## config.mk

```make
export PLATFORM = sky130hd
export DESIGN_NAME = pwm_multi_gen
export DESIGN_NICKNAME = d
export VERILOG_FILES = /design/src/rtl/pwm_multi_gen.sv
export SDC_FILE = /design/constraint.sdc
export NUM_CORES = 1
export LEC_CHECK = 0
export ABC_AREA = 1
export BUFFER_PORTS_ARGS = -buffer_cell sky130_fd_sc_hd__clkbuf_2
export CELL_PAD_IN_SITES_DETAIL_PLACEMENT = 0
export CELL_PAD_IN_SITES_GLOBAL_PLACEMENT = 2
export CORE_UTILIZATION = 35
export CTS_BUF_LIST = sky130_fd_sc_hd__clkbuf_8 sky130_fd_sc_hd__clkbuf_16
export CTS_CLUSTER_DIAMETER = 30
export DETAILED_ROUTE_END_ITERATION = 12
export PLACE_DENSITY_LB_ADDON = 0.1
export SETUP_SLACK_MARGIN = 0.05
export SLEW_MARGIN = 20
export SYNTH_ARGS = -nofsm -noshare
export SYNTH_HDL_FRONTEND = slang
export SYNTH_SLANG_ARGS = --single-unit
```

## constraint.sdc

```tcl
create_clock -name clk -period 5.27 [get_ports clk]
set_input_delay 1.054 -clock clk [delete_from_list [all_inputs] [get_ports clk]]
set_output_delay 1.054 -clock clk [all_outputs]
set_load 0.005 [all_outputs]
```

## src/rtl/pwm_multi_gen.sv

```systemverilog
// Multi-channel PWM generator: one shared edge/center-aligned period counter and a duty
// comparator per channel. Period and duty are double-buffered and reload only at the period boundary.
module pwm_multi_gen #(
  parameter int CH             = 4,
  parameter int CNT_W          = 12,
  parameter int DEFAULT_PERIOD = 3999
) (
  input  logic             clk,
  input  logic             rst,
  input  logic             en,
  input  logic             center,
  input  logic             cfg_we,
  input  logic [2:0]       cfg_addr,
  input  logic [CNT_W-1:0] cfg_wdata,
  output logic [CH-1:0]    pwm_out,
  output logic             period_tick
);

  typedef enum logic {DIR_UP = 1'b0, DIR_DOWN = 1'b1} dir_t;

  localparam logic [CNT_W-1:0] RESET_PERIOD = CNT_W'(DEFAULT_PERIOD);
  localparam logic [CNT_W-1:0] CNT_ONE      = CNT_W'(1);

  logic [CNT_W-1:0] per_sh;
  logic [CNT_W-1:0] per_act;
  logic [CNT_W-1:0] duty_sh  [CH];
  logic [CNT_W-1:0] duty_act [CH];
  logic             mode_act;

  logic [CNT_W-1:0] cnt, cnt_next;
  dir_t             dir, dir_next;
  logic             center_eff;
  logic             period_end;
  logic             reload;
  logic [CH-1:0]    pwm_next;
  logic             tick_next;

  // NOTE: the shadow/active duty banks are a handful of flops with architectural reset
  // values, so they are reset like any other register rather than treated as RAM.
  always_ff @(posedge clk or posedge rst) begin
    if (rst) begin
      per_sh <= RESET_PERIOD;
      for (int i = 0; i < CH; i++) duty_sh[i] <= '0;
    end else if (cfg_we) begin
      if (cfg_addr == 3'd0) per_sh <= cfg_wdata;
      for (int i = 0; i < CH; i++) begin
        if (cfg_addr == 3'(i + 1)) duty_sh[i] <= cfg_wdata;
      end
    end
  end

  // NOTE: sequential state uses non-blocking assignments so a write landing on a reload
  // edge is seen by the reload as the pre-edge shadow value.
  always_ff @(posedge clk or posedge rst) begin
    if (rst) begin
      per_act  <= RESET_PERIOD;
      mode_act <= 1'b0;
      for (int i = 0; i < CH; i++) duty_act[i] <= '0;
    end else if (reload) begin
      per_act  <= per_sh;
      mode_act <= center;
      for (int i = 0; i < CH; i++) duty_act[i] <= duty_sh[i];
    end
  end

  // Counter state register.
  always_ff @(posedge clk or posedge rst) begin
    if (rst) begin
      cnt <= '0;
      dir <= DIR_UP;
    end else begin
      cnt <= cnt_next;
      dir <= dir_next;
    end
  end

  // Next-state logic. A zero period in center mode degenerates to edge mode; with a period
  // of one the down leg is empty, so the boundary is reached at the top of the up leg.
  always_comb begin
    // NOTE: every output of this block is assigned before any branch, so no latches form.
    center_eff = mode_act && (per_act != '0);
    period_end = center_eff ? ((cnt == CNT_ONE) && ((dir == DIR_DOWN) || (per_act == CNT_ONE)))
                            : (cnt == per_act);
    reload     = !en || period_end;
    cnt_next   = cnt + CNT_ONE;
    dir_next   = dir;
    if (reload) begin
      cnt_next = '0;
      dir_next = DIR_UP;
    end else if (center_eff) begin
      if (dir == DIR_DOWN) begin
        cnt_next = cnt - CNT_ONE;
      end else if (cnt == per_act) begin
        cnt_next = cnt - CNT_ONE;
        dir_next = DIR_DOWN;
      end
    end
  end

  // Output decode; registered below so outputs trail cnt by one cycle.
  always_comb begin
    pwm_next  = '0;
    tick_next = en && period_end;
    for (int i = 0; i < CH; i++) pwm_next[i] = en && (cnt < duty_act[i]);
  end

  always_ff @(posedge clk or posedge rst) begin
    if (rst) begin
      pwm_out     <= '0;
      period_tick <= 1'b0;
    end else begin
      pwm_out     <= pwm_next;
      period_tick <= tick_next;
    end
  end

endmodule

```

Word level (Yosys, flattened, before mapping)
Cells that the tools add are included.
W data, S select, Z words.

operators by class
  $add $sub $neg = 2
  magnitude comparators = 4
  equality and inequality tests = 7
  muxes and demuxes = 9
  reduce and logical (&&, ||, !) cells = 18

operators by type and width
  cell                     count
  $lt A12 B12 Y1           4
  $mux W12                 4
  $eq A12 B1 Y1 const B    2
  $add A12 B1 Y12 const B  1
  $eq A12 B12 Y1           1
  $reduce_bool A12 Y1      1
  $sub A12 B1 Y12 const B  1
  $reduce_and A2 Y1        5
  $logic_and A1 B1 Y1      7
  $eq A3 B2 Y1 const B     2
  $mux W1                  5
  $eq A3 B1 Y1 const B     1
  $eq A3 B3 Y1 const B     1
  $logic_not A3 Y1         1
  $logic_or A1 B1 Y1       2
  $reduce_bool A2 Y1       1
  $logic_not A1 Y1         1

word-level totals
  register bits = 139
  input port bits = 20
  output and inout port bits = 5
  word-level logic and storage cells = 55

Logic depth before layout (Yosys ltp)
  word-level depth = 6
  mapped depth = 14
  depth with buffers taken out = 12

Least setup slack after synthesis
Ideal clock, no wire load.

  kind = input to register
  from = input port cfg_we
  to = register duty_sh[24] (netlist name)
  arrival = 1.759 ns
  data required time = 5.140 ns
  path slack = 3.381 ns
  cell stages on the path = 6
  buffers on the path = 1
  cells stage by stage = inv_1 -> nor2_1 -> nand3b_1 -> clkbuf_1 -> nand2_1 -> o21ai_0

between the ends
  longest elaborated chain between the ends = 1

RTL lines
  element                         line  text
  start: declaration              12    input logic cfg_we,
  $reduce_and A2 Y1 (no line)     n/a
  end signal: indexed assignment  47    if (cfg_addr == 3'(i + 1)) duty_sh[i] <= cfg_wdata;
  end: declaration                26    logic [CNT_W-1:0] duty_sh [CH];

Every way passes these cells.
A chain may end at the register's enable or synchronous reset.

Worst setup path in the final report
  from = register cnt[4]
  to = register duty_act[34] (netlist name)

between the ends
  longest elaborated chain between the ends = 4
  elaborated cells between the ends (all ways) = 5

RTL lines
  element                   line  text
  start: declaration        30    logic [CNT_W-1:0] cnt, cnt_next;
  start signal: assignment  72    cnt <= cnt_next;
  $eq A12 B1 Y1             82    period_end = center_eff ? ((cnt == CNT_ONE) && ((dir == DIR_DOWN) || (per_act == CNT_ONE)))
  $logic_and A1 B1 Y1       82
  $mux W1 *                 82
  $logic_or A1 B1 Y1 *      84    reload = !en || period_end;
  end: declaration          27    logic [CNT_W-1:0] duty_act [CH];

Every way passes the cells marked *; elsewhere a longest branch is shown, timed or not.

==> metrics.txt <==
Post-DRT Antenna Nets 0; clock share of power 0.365; Synth Area in XOR/XNOR 0.0214; main combinational cell family by area after synthesis simple AND/OR/NAND/NOR gates; sequential area share after synthesis 0.503; post-synthesis compound-gate area fraction 0.122; num ports 25; Tightest Hold Check Type reg -> reg; Slew Limit Headroom 0.277; 1st-iter DRT viols 363; synthesized area 6960 sq um; post-synthesis mux area share 0; Resize count post-CTS 0; clock skew after layout 13.6 ps; DR pass1 iterations 5; share of layout cells above drive strength 1 0.127; I/O Buffers 24; Worst Max-Slew Pin Slew 1080 ps; Crit-path slowest cell nand3_4; register bit total from synthesis 139; NumNets Final 883; Post-CTS Setup Inserts 0; CP peak stage delay 750 ps; Vias 5154; first-pass GRT wire length 29500 microns; Worst-path clk slew 60 ps; Slew Viols, Final 0; VDD IR max 201 uV; Synth Area in Simple Gates 0.184; synth unique cells 32; power per cell area 438 nW/um^2; RSZ-0062 raised after global routing no; Final setup viols 0; delay-heaviest family, CP simple AND/OR/NAND/NOR gates; core area 19500 sq um; vias in the first global route 5056; cts bufs inserted 17; # H-tree levels 4; Post-Synthesis Cells 799; combinational share of power 0.220; Reg area 3500 sq um; critical path class reg -> reg; Avg WL per Cell 16.9 microns; Max clock buf depth 2; Final Hold Fails 0; DR vias/cell 4.71; Max Freq 341 MHz; final core occ 0.402; Mapped Avg Cell Area 8.71 sq um; crit path capture type register; WP data arrival 3220 ps; dpl hpwl 12800 microns; GRT overflow 0; area grow syn2layout 12.5%; Die Height 143 microns; Synthesized Nets 866; YS warnings 0; clk sinks 139; status finished clean; Tmin final 2930 ps; Net Sw Frac 0.332; post-route setup TNS 0 ps; largest net degree at the start of global routing 98; Reg power frac 0.415; die area 20500 sq um; Hold WS 477 ps; # Max-Cap Violations 0; type of origin of the critical path register; Lkg Pwr 3.85 nW; Rows 51; design internal power 2.29 mW; Die Wd 143 microns; CP Cell Sequence inv_1, nand4_1, nor3_1, nand3_2, nand3_4, buf_4, nand2_1, o21ai_0; Switch Pwr 1.14 mW; area of the multi-input gates 2870 sq um; n_diodes 0; Filler Cells Inserted 1959; Clk Latency, worst-skew pair 420 ps; worst path buffer plus inverter count 2; gpl congestion 0.766; # hold bufs at CTS 0; All-Layer GR Usage 0.200; CTS tree done; initial antenna violation count 0; Residual DRC 0; final period utilization 0.556; DRT Wirelength 18500 microns; worst path required time 5560 ps; Synth Area in Adders 0.0845; CP Max Fanout 88; Initial Utilization 0.358; clock root cell clkbuf_16
metrics by stage:
stage,std cells,setup WS [ps],instance area [sq um],total power [mW]
global route,1094,2020,7830,3.67
floorplan,799,525,6960,1.97
global placement,1062,2320,7220,2.19
finish,1094,2340,7830,3.43
CTS,1094,2270,7830,3.48
detailed placement,1062,2300,7220,2.21
cell families after synthesis:
group	count (synthesis)
simple gates	309
compound gates	159
flops	139
buf+inv	128
fa+ha+maj	47
xor+xnor	17
state kept, by name, indices dropped and copies added, names as in the netlist:
| name | flops |
|---|---|
| duty_sh | 48 |
| dir | 1 |
| mode_act | 1 |
| cnt | 12 |
| per_sh | 12 |
| per_act | 12 |
| period_tick | 1 |
| pwm_out | 4 |
| duty_act | 48 |
cells in the final DEF, fill, tap and decap left out, types with 4 or more instances in the layout:
master | Yosys | layout
o211ai_1 | 4 | 4
nor3_1 | 9 | 9
a21oi_1 | 23 | 23
nand4_1 | 6 | 6
inv_2 | 14 | 14
xnor2_1 | 4 | 4
o31ai_1 | 4 | 4
dfstp_2 | 20 | 20
clkbuf_16 | 0 | 17
nand2_1 | 219 | 219
clkbuf_2 | 1 | 24
nand3_1 | 21 | 21
xor2_1 | 13 | 13
inv_1 | 86 | 85
nor2_1 | 41 | 41
a21boi_0 | 4 | 4
nor3_2 | 4 | 4
o21ai_0 | 71 | 71
o2111ai_1 | 4 | 4
o21ai_1 | 46 | 46
ha_1 | 47 | 47
dfrtp_1 | 119 | 119
inv_6 | 0 | 6
worst paths after layout:
check                           startpoint           end  slack, ps  depth (start not counted)
worst max-delay path                cnt[4]  duty_act[34]       2340                          8
worst min-delay path             per_sh[2]    per_act[2]        480                          2
worst max register to register      cnt[4]  duty_act[34]       2340                          8
worst min register to register   per_sh[2]    per_act[2]        480                          2
max in group asynchronous              rst        cnt[3]       3260                          3
min in group asynchronous              rst  duty_act[29]        810                          2
worst min-delay path: cells and delay by family, from the launching register on:
family	cells	cell delay [ps]
DFF	1	370
and+or+nand+nor	1	50
AOI/OAI and AO/OA	1	50
final cells by class:
class	instances	share of cell area
clock buffer	18	0.0561
sequential	139	0.447
inverter	100	0.0486
multi-input combinational	532	0.366
tap	265	0.0424
timing repair buffer	26	0.0173
clock inverter	14	0.0219
cell usage after synthesis:
| master | n | area share |
|---|---|---|
| o21ai_1 | 46 | 0.033 |
| nor3_2 | 4 | 0.0058 |
| xnor2_1 | 4 | 0.0050 |
| buf_2 | 4 | 0.0029 |
| nand3b_1 | 3 | 0.0032 |
| a21oi_2 | 3 | 0.0038 |
| o2111ai_1 | 4 | 0.0050 |
| nor3_1 | 9 | 0.0065 |
| inv_2 | 14 | 0.0075 |
| xor2_1 | 13 | 0.016 |
| nand2_1 | 219 | 0.12 |
| nand4_1 | 6 | 0.0054 |
| nor2_1 | 41 | 0.022 |
| a21boi_0 | 4 | 0.0043 |
| nand3_2 | 1 | 0.0014 |
| clkbuf_1 | 10 | 0.0054 |
| a21oi_1 | 23 | 0.017 |
| buf_4 | 1 | 0.0011 |
| nand2_2 | 3 | 0.0027 |
| dfrtp_1 | 119 | 0.43 |
| ha_1 | 47 | 0.084 |
| dfstp_2 | 20 | 0.075 |
| nand3_4 | 1 | 0.0025 |
| o21ai_0 | 71 | 0.051 |
| clkbuf_2 | 1 | 0.00072 |
| buf_6 | 11 | 0.018 |
| or2_1 | 1 | 0.00090 |
| buf_12 | 1 | 0.0029 |
| o211ai_1 | 4 | 0.0043 |
| nand3_1 | 21 | 0.015 |
| inv_1 | 86 | 0.046 |
| o31ai_1 | 4 | 0.0043 |
power by group through the flow:
stage / Clock, mW / Combinational (mW) / Sequential [mW]
6_report: 1.25 / 0.754 / 1.42
5_1_grt: 1.33 / 0.887 / 1.45
4_1_cts: 1.28 / 0.773 / 1.42
3_5_place_dp: 0 / 0.766 / 1.44
3_3_place_gp: 0 / 0.754 / 1.44
2_1_floorplan: 0 / 0.582 / 1.39
metal layers:
metal | part of all wire | GRT usage
met1 | 0.50 | 0.283
met2 | 0.46 | 0.308
met3 | 0.030 | 0.0379
met4 | 0.012 | 0.0589
met5 | 0 | 0
No activity file was read; power rests on OpenSTA's default activity.
